===== src/rtl/regfile_pkg.sv =====
// Shared constants, types and helpers for the 8x8 register bank and its
// write-select checker.
package regfile_pkg;

    localparam int RF_WIDTH    = 8;
    localparam int RF_NUM_REGS = 8;
    localparam int RF_ADDR_W   = 3;
    localparam int RF_CNT_W    = 8;

    typedef logic [RF_WIDTH-1:0]    rf_word_t;
    typedef logic [RF_NUM_REGS-1:0] rf_sel_t;
    typedef logic [RF_ADDR_W-1:0]   rf_addr_t;

    // Number of asserted select lines; 4 bits covers 0..8.
    function automatic logic [3:0] rf_sel_count(input rf_sel_t sel);
        logic [3:0] cnt;
        cnt = 4'd0;
        for (int i = 0; i < RF_NUM_REGS; i++) begin
            cnt = cnt + {3'b000, sel[i]};
        end
        return cnt;
    endfunction

    // OR-encodes a select vector; the result is only meaningful when one-hot.
    function automatic rf_addr_t rf_sel_encode(input rf_sel_t sel);
        rf_addr_t idx;
        idx = {RF_ADDR_W{1'b0}};
        for (int i = 0; i < RF_NUM_REGS; i++) begin
            if (sel[i]) begin
                idx = idx | RF_ADDR_W'(i);
            end else begin
                idx = idx;
            end
        end
        return idx;
    endfunction

endpackage


===== src/rtl/regfile_onehot_chk.sv =====
// Classifies a decoder select vector (zero / one-hot / multi-hot) and
// encodes the selected index.
module regfile_onehot_chk
    import regfile_pkg::*;
(
    input  logic [RF_NUM_REGS-1:0] wsel,
    output logic                   is_onehot,
    output logic                   is_zero,
    output logic [RF_ADDR_W-1:0]   idx
);

    logic [3:0] count_s;

    // Population count drives both classifications; encode is independent.
    always_comb begin
        count_s   = rf_sel_count(wsel);
        is_zero   = (count_s == 4'd0);
        is_onehot = (count_s == 4'd1);
        idx       = rf_sel_encode(wsel);
    end

endmodule


===== src/rtl/regfile_8x8_wr.sv =====
// 8-entry register bank written through one-hot decoder selects, with two
// registered read ports, write-to-read bypass, sticky select error and a
// saturating write counter.
module regfile_8x8_wr
    import regfile_pkg::*;
#(
    parameter int WIDTH    = RF_WIDTH,
    parameter int NUM_REGS = RF_NUM_REGS,
    parameter int ADDR_W   = RF_ADDR_W,
    parameter int CNT_W    = RF_CNT_W
) (
    input  logic                clk,
    input  logic                rst_n,
    input  logic                we,
    input  logic [NUM_REGS-1:0] wsel,
    input  logic [WIDTH-1:0]    wdata,
    input  logic [ADDR_W-1:0]   raddr_a,
    input  logic [ADDR_W-1:0]   raddr_b,
    output logic [WIDTH-1:0]    rdata_a,
    output logic [WIDTH-1:0]    rdata_b,
    output logic                sel_err,
    input  logic                clr_err,
    output logic [CNT_W-1:0]    wr_cnt
);

    logic [WIDTH-1:0]  regs_r [NUM_REGS];
    logic [WIDTH-1:0]  rdata_a_r;
    logic [WIDTH-1:0]  rdata_b_r;
    logic              sel_err_r;
    logic [CNT_W-1:0]  wr_cnt_r;

    logic              is_onehot_s;
    logic              is_zero_s;
    logic [ADDR_W-1:0] wr_idx_s;
    logic              wr_ok_s;
    logic              multi_s;
    logic              cnt_sat_s;
    logic [WIDTH-1:0]  rd_next_a_s;
    logic [WIDTH-1:0]  rd_next_b_s;

    regfile_onehot_chk u_chk (
        .wsel      (wsel),
        .is_onehot (is_onehot_s),
        .is_zero   (is_zero_s),
        .idx       (wr_idx_s)
    );

    // Write qualification and per-port bypass selection.
    always_comb begin
        wr_ok_s   = we & is_onehot_s;
        multi_s   = we & ~is_onehot_s & ~is_zero_s;
        cnt_sat_s = (wr_cnt_r == {CNT_W{1'b1}});
        if (wr_ok_s && (wr_idx_s == raddr_a)) begin
            rd_next_a_s = wdata;
        end else begin
            rd_next_a_s = regs_r[raddr_a];
        end
        if (wr_ok_s && (wr_idx_s == raddr_b)) begin
            rd_next_b_s = wdata;
        end else begin
            rd_next_b_s = regs_r[raddr_b];
        end
    end

    // Register array storage.
    always_ff @(posedge clk or negedge rst_n) begin
        if (!rst_n) begin
            for (int i = 0; i < NUM_REGS; i++) begin
                regs_r[i] <= {WIDTH{1'b0}};
            end
        end else if (wr_ok_s) begin
            regs_r[wr_idx_s] <= wdata;
        end
    end

    // Registered read ports.
    always_ff @(posedge clk or negedge rst_n) begin
        if (!rst_n) begin
            rdata_a_r <= {WIDTH{1'b0}};
            rdata_b_r <= {WIDTH{1'b0}};
        end else begin
            rdata_a_r <= rd_next_a_s;
            rdata_b_r <= rd_next_b_s;
        end
    end

    // Sticky select error; a new error outranks a same-cycle clear.
    always_ff @(posedge clk or negedge rst_n) begin
        if (!rst_n) begin
            sel_err_r <= 1'b0;
        end else if (multi_s) begin
            sel_err_r <= 1'b1;
        end else if (clr_err) begin
            sel_err_r <= 1'b0;
        end
    end

    // Saturating count of accepted writes.
    always_ff @(posedge clk or negedge rst_n) begin
        if (!rst_n) begin
            wr_cnt_r <= {CNT_W{1'b0}};
        end else if (wr_ok_s && !cnt_sat_s) begin
            wr_cnt_r <= wr_cnt_r + {{(CNT_W-1){1'b0}}, 1'b1};
        end
    end

    assign rdata_a = rdata_a_r;
    assign rdata_b = rdata_b_r;
    assign sel_err = sel_err_r;
    assign wr_cnt  = wr_cnt_r;

endmodule

===== config.mk =====
export PLATFORM = sky130hd
export DESIGN_NAME = regfile_8x8_wr
export DESIGN_NICKNAME = d
export VERILOG_FILES = /design/src/rtl/regfile_pkg.sv /design/src/rtl/regfile_onehot_chk.sv /design/src/rtl/regfile_8x8_wr.sv
export SDC_FILE = /design/constraint.sdc
export NUM_CORES = 1
export LEC_CHECK = 0
export CAP_MARGIN = 5
export CORE_MARGIN = 2
export CORE_UTILIZATION = 45
export CTS_BUF_LIST = sky130_fd_sc_hd__clkbuf_2 sky130_fd_sc_hd__clkbuf_4 sky130_fd_sc_hd__clkbuf_8
export DETAILED_ROUTE_END_ITERATION = 10
export GPL_ROUTABILITY_DRIVEN = 1
export MAX_ROUTING_LAYER = met4
export PLACE_DENSITY = 0.66
export SLEW_MARGIN = 5
export SYNTH_ARGS = -nofsm -noshare
export SYNTH_HDL_FRONTEND = slang
export SYNTH_SLANG_ARGS = --single-unit

===== constraint.sdc =====
create_clock -name clk -period 2.97 [get_ports clk]
set_clock_uncertainty 0.2 [all_clocks]
set_input_delay 0.594 -clock clk [delete_from_list [all_inputs] [get_ports clk]]
set_output_delay 0.594 -clock clk [all_outputs]
set_load 0.03 [all_outputs]

==> results of run 1 <==
-- cell families after synthesis --
family	Yosys count	share of synthesized area (%)
xor gates and xnor gates	13	2.43
and+or+nand+nor	35	5.16
buffers and inverters	30	2.62
DFF	89	47.6
muxes	129	38.8
AOI/OAI and AO/OA	4	0.642
adders and majority gates	8	2.78
-- cell type report --
class | instances | area (um^2) | area share [%]
multi-input combinational | 189 | 2480 | 41.2
clock buffer | 10 | 138 | 2.29
sequential | 89 | 2230 | 37.0
timing repair buffer | 89 | 892 | 14.8
clock inverter | 6 | 65.1 | 1.08
inverter | 12 | 45.0 | 0.749
tap | 136 | 170 | 2.83
-- worst register-to-register path, delay by kind of cell, from the launching register on --
kind,cells,cell delay [ns]
adder cells (fa/ha/maj),1,0.26
buffers and inverters,1,0.14
flip-flops,1,0.44
multiplexers,1,0.32
AND/OR/NAND/NOR,2,0.39
-- path summary, 6_finish.rpt --
check                                      start  depth (start not counted)                     end  slack [ns]
setup / recovery                         wsel[1]                         13  regs_r[63]$_DFFE_PN0P_       -0.88
hold / removal                             rst_n                          1   wr_cnt[1]$_DFFE_PN0P_        0.03
setup reg to reg           wr_cnt[0]$_DFFE_PN0P_                          5   wr_cnt[1]$_DFFE_PN0P_        1.12
hold reg to reg            wr_cnt[7]$_DFFE_PN0P_                          1   wr_cnt[7]$_DFFE_PN0P_        0.29
max in group asynchronous                  rst_n                          2    rdata_a[4]$_DFF_PN0_        1.87
min in group clk           wr_cnt[7]$_DFFE_PN0P_                          1   wr_cnt[7]$_DFFE_PN0P_        0.29
-- cells in the mapped netlist, types with 2 or more instances --
master,number
buf_4,2
dfrtp_1,89
inv_1,12
o21ai_0,2
mux4_2,32
mux2_2,97
nand2_1,8
nand3_1,3
nand4_1,4
ha_1,4
buf_1,8
xor2_1,8
nor4_4,2
nor3_1,2
xnor2_1,5
buf_2,2
fa_1,4
nor2b_1,3
and4_1,2
clkbuf_1,6
nor2_1,4
-- layer usage --
metal	vias up	wire, um
met2	73	5180
met5	-	0
li1	1309	-
met4	0	238
met3	18	388
met1	1556	4770
-- stage by stage --
| stage | total power (W) | TNS, ns |
|---|---|---|
| finish | 0.00336 | -73.69 |
| global route | 0.00354 | -80.90 |
| CTS | 0.00338 | -86.13 |
| detailed placement | 0.00248 | -151.28 |
| global placement | 0.00245 | -142.24 |
| floorplan | 0.00212 | -86.84 |
-- registers in the layout, summed over array words and instances, names as in the netlist --
| name | flops |
|---|---|
| regs_r | 64 |
| rdata_a | 8 |
| rdata_b | 8 |
| wr_cnt | 8 |
| sel_err | 1 |
-- power by group through the flow --
stage	clock, W	combinational [W]	sequential (W)
final	0.000873	0.000949	0.00154
after global placement	0	0.000899	0.00155
after detailed placement	0	0.000916	0.00156
after global routing	0.000947	0.00102	0.00157
after floorplan	0	0.000464	0.00166
after CTS	0.000896	0.000947	0.00154
-- repair_timing --
item | 4_1_cts | 5_1_grt
setup buffers | 5 | 1
setup endpoints to repair | 89 | 89
resized for setup | 25 | 7
pin swaps | 11 | 9
==> results.yml, run 1 <==
drt:
  route.vias.total: 2956
  dr.pass1.iters: 4
  drcViolationCount: 0
  routed_via_density: 5.57
  first_iter_violations: 87
  ant_nets: 0
  wl_per_cell_um: 19.9
  wirelength_um: 10600
worst_hold_path:
  hp-class: "input pin to asynchronous set/reset pin"
worst_setup_path:
  path_class: "input pin to flip-flop"
  crit_path_top_delay_cell: "fa_1"
  required_ns: 3.03
  crit_buf_inv: 3
  crit_chain: "buf_6 -> ha_4 -> inv_2 -> fa_1 -> fa_1 -> fa_2 -> fa_1 -> nor2_2 -> a31oi_4 -> nor3b_4 -> buf_6 -> nand3_4 -> mux2_4"
  worstSetupEndpointType: "flip-flop"
  cp_common_cell: "fa_1"
  crit_path_start_kind: "input pin"
  cp.arrival_ns: 3.91
  crit_family: "adder cells"
  cp_slowest_stage_delay_ns: 0.50
  critPathMaxFanout: 8
yosys:
  netlist.area_leader.share_pct: 47.6
  synth-edff-count: 0
  yosys.area.top_type: "dfrtp_1"
  yosys_warnings: 0
  synth_ff_type: "dfrtp_1"
  netlist_area_um2: 4680
  ys_ff_latch: 89
  ys_seq_area_share_pct: 47.6
  syn_inst: 308
  async_reset_ff_share_pct: 100
  synth_cell_types: 30
  avgSynthCellArea_um2: 15.2
  syn-num-nets: 342
  synth.area.top_cells: "dfrtp_1, mux2_2, mux4_2, fa_1, xor2_1"
layout:
  fin_nets: 424
  final_cell_mix: "mux2_2, dfrtp_1, clkdlybuf4s50_1, mux4_2, buf_4"
  final_common_cell: "mux2_2"
  finalNonFillerCells: 531
  fin_util_pct: 58.8
  fillers: 810
  final_area_um2: 6010
  layout-drive-gt1-share_pct: 52.4
  antenna_cells: 0
  syn_to_final_growth_pct: 28.6
sta:
  max_slew_margin_pct: 57.8
  grt_setup_unrepaired: "true"
  hold_viol: 0
  final-setup-viol-count: 89
  fin_crit_ns: 3.85
  worst_slack_ns: -0.883
  fmax_mhz: 260
  period_share_pct: 130
  worstMarginPinSlew_ns: 0.632
  holdWs_ns: 0.0264
  drv_slew: 0
pwr:
  clkPwrFrac_pct: 25.9
  seqPwrFrac_pct: 45.8
  powerDensity_nw_per_um2: 559
  power_frac_comb_pct: 28.2
  p_switching_w: 0.00103
  ir_drop_v: 0.000306
  intPower_w: 0.00234
  switching_share_pct: 30.6
  power_leakage_nw: 2.81
clock_network:
  cts_buffers: 9
  clock_tree.root_cell: "clkbuf_8"
  cts_tree: "yes"
  clkTransAtPathRegs_ns: 0.09
  hold_buffers: 0
  insertion_delay_ns: 0.37
  cts_buffer_depth: 2
  cts.sinks: 89
  h-tree-depth: 3
status:
  failed_checks: "setup timing"
  outcome: "finished, violations left"
grt:
  grt_use_met2_pct: 32.7
  grt_pass1_wl_um: 17500
  antenna_found_initial: 0
  use_met1_pct: 29.4
  grt_max_degree: 50
  grt.busiest_layer: "met2"
  first_global_vias: 3159
  use_met3_pct: 3.37
  grt_use_total_pct: 21.5
  grt-ovfl-total: 0
floorplanning:
  die_area_um2: 11200
  initial_utilization_pct: 45.7
  core-area_um2: 10200
  rows: 37
  die_y_um: 106
  num_io_pins: 51
  die_w_um: 106
place:
  placed_cell_area_um2: 5650
  placedCellCount: 510
  hpwl_um: 7080
  place.gp.congestion: 0.790
  io_buffers: 50
  post-place-ws_ns: -1.77
run:
  cap_violations: 0
Note: power is estimated with default switching activity, not from simulation.
==> run 2: changes to the inputs <==
--- a/config.mk
+++ b/config.mk
@@ -6,9 +6,8 @@
 export NUM_CORES = 1
 export LEC_CHECK = 0
 export CAP_MARGIN = 5
-export CORE_MARGIN = 2
 export CORE_UTILIZATION = 45
-export CTS_BUF_LIST = sky130_fd_sc_hd__clkbuf_2 sky130_fd_sc_hd__clkbuf_4 sky130_fd_sc_hd__clkbuf_8
+export CTS_CLUSTER_SIZE = 28
 export DETAILED_ROUTE_END_ITERATION = 10
 export GPL_ROUTABILITY_DRIVEN = 1
 export MAX_ROUTING_LAYER = met4
==> results.yml, run 2 (synthesis results as in run 1) <==
sta:
  worstMarginPinSlew_ns: 0.619
  fin_crit_ns: 3.95
  period_share_pct: 133
  worst_slack_ns: -0.983
  max_slew_margin_pct: 58.6
  hold_viol: 0
  fmax_mhz: 253
  drv_slew: 0
  grt_setup_unrepaired: "true"
  final-setup-viol-count: 89
grt:
  grt-ovfl-total: 0
  use_met1_pct: 26.2
  grt.busiest_layer: "met2"
  use_met3_pct: 4.82
  grt_use_total_pct: 21.6
  grt_pass1_wl_um: 17200
  antenna_found_initial: 0
  first_global_vias: 3206
  grt_max_degree: 67
  grt_use_met2_pct: 36.5
drt:
  wl_per_cell_um: 19.8
  routed_via_density: 5.57
  first_iter_violations: 65
  route.vias.total: 2954
  wirelength_um: 10500
  ant_nets: 0
  drcViolationCount: 0
  dr.pass1.iters: 4
clock_network:
  h-tree-depth: 3
  cts_buffer_depth: 2
  insertion_delay_ns: 0.36
  cts.sinks: 89
  clkTransAtPathRegs_ns: 0.09
  cts_buffers: 9
  cts_tree: "yes"
  clock_tree.root_cell: "clkbuf_8"
layout:
  layout-drive-gt1-share_pct: 53.7
  antenna_cells: 0
  top_register: "regs_r"
  syn_to_final_growth_pct: 29.1
  final_cell_mix: "mux2_2, dfrtp_1, clkdlybuf4s50_1, mux4_2, buf_4"
  finalNonFillerCells: 530
  largest_register_ffs: 64
  final_common_cell: "mux2_2"
  fin_nets: 426
worst_setup_path:
  crit_path_start_kind: "input pin"
  worstSetupEndpointType: "flip-flop"
  required_ns: 3.02
  critPathMaxFanout: 8
  cp.arrival_ns: 4.00
  ff2ff_path_depth: 6
  reg2reg_setup_slack_ns: 1.07
  r2r-end: "wr_cnt[5]$_DFFE_PN0P_"
  timing.rr.start: "wr_cnt[0]$_DFFE_PN0P_"
  path_class: "input pin to flip-flop"
pwr:
  powerDensity_nw_per_um2: 561
  power_w: 0.00339
  ir_drop_v: 0.000364
  power_leakage_nw: 2.82
worst_hold_path:
  whs_path_depth: 1
  whs_endpoint: "wr_cnt[7]$_DFFE_PN0P_"
  worstHoldStart: "wr_cnt[7]$_DFFE_PN0P_"
  hp-class: "flip-flop to flip-flop"
place:
  place.gp.congestion: 0.805
  hpwl_um: 6820
  placedCellCount: 506
  io_buffers: 50
  post-place-ws_ns: -1.78
floorplanning:
  die_area_um2: 10800
  die_w_um: 104
  die_y_um: 104
  num_io_pins: 51
  initial_utilization_pct: 47.2
  rows: 36
  core-area_um2: 9910
status:
  failed_checks: "setup timing"
  outcome: "finished, violations left"
run:
  cap_violations: 0
==> run 2: worst max-delay path by stage <==
stage	depth (start not counted)	endpoint	start	slack (ns)
global placement	11	regs_r[14]$_DFFE_PN0P_	wsel[1]	-1.69
finish	13	regs_r[58]$_DFFE_PN0P_	wsel[1]	-0.98
floorplan	10	regs_r[10]$_DFFE_PN0P_	wsel[1]	-1.02
detailed placement	11	regs_r[8]$_DFFE_PN0P_	wsel[1]	-1.78
global route	13	regs_r[58]$_DFFE_PN0P_	wsel[0]	-1.08
CTS	13	regs_r[58]$_DFFE_PN0P_	wsel[1]	-1.20
==> run 2: cell type report <==
cell class              count  area (um^2)
inverters                  12         45.0
fillers                   777         3870
clock buffers              10          138
clock inverters             6         66.3
well taps                 133          166
flip-flops and latches     89         2230
repair buffers             91          891
multi-input cells         189         2510
==> run 2: per-stage QoR <==
stage,cell area [um^2],setup TNS [ns],hold slack [ns],utilization (%)
final,6040,-79.40,0.291,60.9
after detailed placement,5630,-150.16,0.281,56.8
after global routing,6040,-87.31,0.317,60.9
after CTS,6000,-95.50,0.294,60.5
after global placement,5630,-142.13,0.274,56.8
after floorplan,4760,-86.84,0.0984,-
==> run 2: what timing repair did <==
action / in CTS / in global routing
buffers inserted: 6 / 1
resized for setup: 37 / 7
hold buffers: 1 / 0
pin swaps: 18 / 10
gates cloned: 0 / 0
endpoints found under the setup margin: 89 / 89
hold endpoints to repair: 23 / 0
==> run 2: metal layers <==
metal | up-vias | routed length [um]
met5 | - | 0
met2 | 51 | 5380
met4 | 0 | 178
met1 | 1569 | 4630
met3 | 19 | 316
li1 | 1315 | -
==> run 2: worst max-delay path: stages <==
cell and delay, ns:
buf_6 0.10, ha_4 0.25, inv_2 0.03, fa_1 0.49, fa_1 0.44, fa_2 0.37
fa_1 0.51, nand3b_1 0.18, buf_4 0.20, nor3b_4 0.17, buf_6 0.17, nand3_4 0.17
mux2_4 0.34
==> run 2: power breakdown <==
group	internal (W)	switching (W)
registers	0.00141	0.000142
logic	0.000539	0.000442
clock network	0.000413	0.000444
==> run 3: changes to the inputs <==
--- a/config.mk
+++ b/config.mk
@@ -5,13 +5,15 @@
 export SDC_FILE = /design/constraint.sdc
 export NUM_CORES = 1
 export LEC_CHECK = 0
+export ABC_AREA = 1
 export CAP_MARGIN = 5
 export CORE_UTILIZATION = 45
 export CTS_CLUSTER_SIZE = 28
 export DETAILED_ROUTE_END_ITERATION = 10
 export GPL_ROUTABILITY_DRIVEN = 1
 export MAX_ROUTING_LAYER = met4
-export PLACE_DENSITY = 0.66
+export PLACE_DENSITY = 0.65
+export SETUP_SLACK_MARGIN = 0.15
 export SLEW_MARGIN = 5
 export SYNTH_ARGS = -nofsm -noshare
 export SYNTH_HDL_FRONTEND = slang
==> results.yml, run 3 <==
worst_setup_path:
  crit_buf_inv: 5
  critical_path_cell_count: 16
  crit_family: "adder cells"
  crit_end: "regs_r[53]$_DFFE_PN0P_"
  critPathLaunch: "wsel[1]"
  reg2reg_setup_slack_ns: 1.03
  cp_common_cell: "fa_1"
  timing.rr.start: "wr_cnt[1]$_DFFE_PN0P_"
  crit_chain: "buf_8 -> ha_4 -> inv_2 -> fa_1 -> fa_1 -> fa_2 -> fa_1 -> nand2_1 -> nor2_2 -> nand3_2 -> buf_6 -> clkinv_8 -> buf_8 -> nand2_8 -> nand2_2 -> nand2_1"
  crit_path_top_delay_cell: "fa_1"
  crit_path_start_kind: "input pin"
  required_ns: 3.01
  path_class: "input pin to flip-flop"
  worstSetupEndpointType: "flip-flop"
  ff2ff_path_depth: 8
  cp_slowest_stage_delay_ns: 0.52
  critPathMaxFanout: 8
  cp.arrival_ns: 3.73
  r2r-end: "wr_cnt[0]$_DFFE_PN0P_"
grt:
  grt-ovfl-total: 0
  antenna_found_initial: 0
  first_global_vias: 5058
  grt_use_total_pct: 29.4
  grt_pass1_wl_um: 27100
  grt_max_degree: 46
drt:
  ant_nets: 0
  wirelength_um: 17600
  dr.pass1.iters: 8
  wl_per_cell_um: 17.9
  drcViolationCount: 6
  routed_via_density: 5.50
  first_iter_violations: 404
  route.vias.total: 5427
sta:
  max_slew_margin_pct: 42.6
  worst_slack_ns: -0.718
  fmax_mhz: 271
  worstMarginPinSlew_ns: 0.858
  period_share_pct: 124
  fin_crit_ns: 3.69
  drv_slew: 0
  final-setup-viol-count: 89
  hold_viol: 0
  tns_ns: -59.10
  grt_setup_unrepaired: "true"
pwr:
  intPower_w: 0.00255
  power_frac_comb_pct: 32.3
  switching_share_pct: 36.0
  ir_drop_v: 0.000343
  power_leakage_nw: 3.61
  seqPwrFrac_pct: 39.4
  powerDensity_nw_per_um2: 558
  clkPwrFrac_pct: 28.3
  p_switching_w: 0.00143
floorplanning:
  core-area_um2: 11600
  num_io_pins: 51
  die_area_um2: 12400
  die_y_um: 111
  initial_utilization_pct: 46.6
  die_w_um: 111
  rows: 39
status:
  failed_checks: "DRC, setup timing"
  outcome: "finished, violations left"
clock_network:
  h-tree-depth: 3
  insertion_delay_ns: 0.36
  hold_buffers: 0
  cts.sinks: 89
  cts_buffer_depth: 2
  clkTransAtPathRegs_ns: 0.07
  cts_tree: "yes"
  cts_buffers: 9
  clock_tree.root_cell: "clkbuf_16"
place:
  post-place-ws_ns: -1.49
  placedCellCount: 950
  placed_cell_area_um2: 6190
  io_buffers: 50
  hpwl_um: 11800
  place.gp.congestion: 0.915
layout:
  regArea_um2: 2230
  final_common_cell: "nand2_1"
  finalNonFillerCells: 986
  layout-drive-gt1-share_pct: 21.4
  syn_to_final_growth_pct: 32.3
  largest_register_ffs: 64
  final_area_um2: 7130
  final_cell_mix: "nand2_1, nand3_1, dfrtp_1, nand2_2, inv_1"
  top_register: "regs_r"
  fin_nets: 872
  antenna_cells: 0
  fillers: 1052
  multiInputGateArea_um2: 3120
yosys:
  synth-edff-count: 0
  syn_inst: 763
  netlist_area_um2: 5390
  async_reset_ff_share_pct: 100
  netlist.area_leader.share_pct: 41.3
  synth.area.top_cells: "dfrtp_1, nand2_1, nand3_1, o211ai_1, inv_1"
  yosys.area.top_type: "dfrtp_1"
  yosysMostFrequentCell: "nand2_1"
  netlist_top_cells_count: "nand2_1, nand3_1, dfrtp_1, inv_1, o21ai_0"
  avgSynthCellArea_um2: 7.07
  ys_seq_area_share_pct: 41.3
  yosys_warnings: 0
  ys_ff_latch: 89
  syn-num-nets: 797
  synth_cell_types: 24
  synth_ff_type: "dfrtp_1"
run:
  cap_violations: 0
worst_hold_path:
  hp-class: "input pin to asynchronous set/reset pin"
## run 3: changes by cell type after synthesis, sizes merged, moves of 10 or more
cell,change
nand3,+112
o211ai,+31
nand2,+335
nor2,+34
mux4,-32
mux2,-97
o21ai,+31
clkbuf,+10
inv,+42
## run 3: what timing repair did
action / 4_1_cts / 5_1_grt
buffers inserted: 4 / 8
gates resized for setup: 36 / 87
cloned: 2 / 6
endpoints found under the hold margin: 0 / 0
endpoints found under the setup margin: 89 / 89
pin swaps: 19 / 42
## run 3: stage by stage
stage | util (%) | total power, W | hold slack [ns]
after floorplan | - | 0.00221 | 0.0984
after global placement | 53.5 | 0.00261 | 0.257
after detailed placement | 53.5 | 0.00263 | 0.259
after CTS | 57.5 | 0.00380 | 0.0723
after global routing | 61.7 | 0.00418 | 0.0918
final | 61.7 | 0.00398 | 0.0404
## run 3: worst min path at each step
stage                                   endpoint  depth (start not counted)  slack [ns]              startpoint
final                     regs_r[33]$_DFFE_PN0P_                          1        0.04                   rst_n
after global routing      regs_r[34]$_DFFE_PN0P_                          1        0.09                   rst_n
after CTS                 regs_r[47]$_DFFE_PN0P_                          1        0.07                   rst_n
after detailed placement  regs_r[22]$_DFFE_PN0P_                          2        0.26  regs_r[22]$_DFFE_PN0P_
after global placement    regs_r[48]$_DFFE_PN0P_                          2        0.26  regs_r[48]$_DFFE_PN0P_
after floorplan             rdata_a[0]$_DFF_PN0_                          0         0.1                   rst_n
## run 3: power groups by stage
stage	clock, W	combinational (W)	sequential, W
after floorplan	0	0.000574	0.00163
after global placement	0	0.00104	0.00156
after detailed placement	0	0.00106	0.00157
after CTS	0.00113	0.00112	0.00155
after global routing	0.00119	0.00141	0.00158
final	0.00113	0.00129	0.00157
## run 3: routing by layer
layer  vias to the layer above  global-route usage, %  wire, um
li1                       2597                      -         -
met1                      2579                   39.3      7880
met2                       214                   42.9      7870
met3                        37                   7.19      1340
met4                         0                   11.9       540
met5                         -                      -         0
## run 3: cells by family (layout without fill, tap and decap cells)
| family | after synthesis | after routing | share of synthesized area [%] |
|---|---|---|---|
| compound gates | 65 | 65 | 7.52 |
| xor+xnor | 5 | 5 | 0.812 |
| fa+ha+maj | 8 | 8 | 2.41 |
| buf+inv | 95 | 174 | 7.70 |
| flops | 89 | 89 | 41.3 |
| simple gates | 501 | 502 | 40.3 |
## run 3: area by class of cell
type	count	share of cell area (%)
timing repair buffer	98	15.2
clock buffer	10	3.35
timing repair inverter	1	0.228
multi-input combinational	580	43.7
tap	143	2.51
clock inverter	6	0.702
sequential	89	31.2
inverter	59	3.17
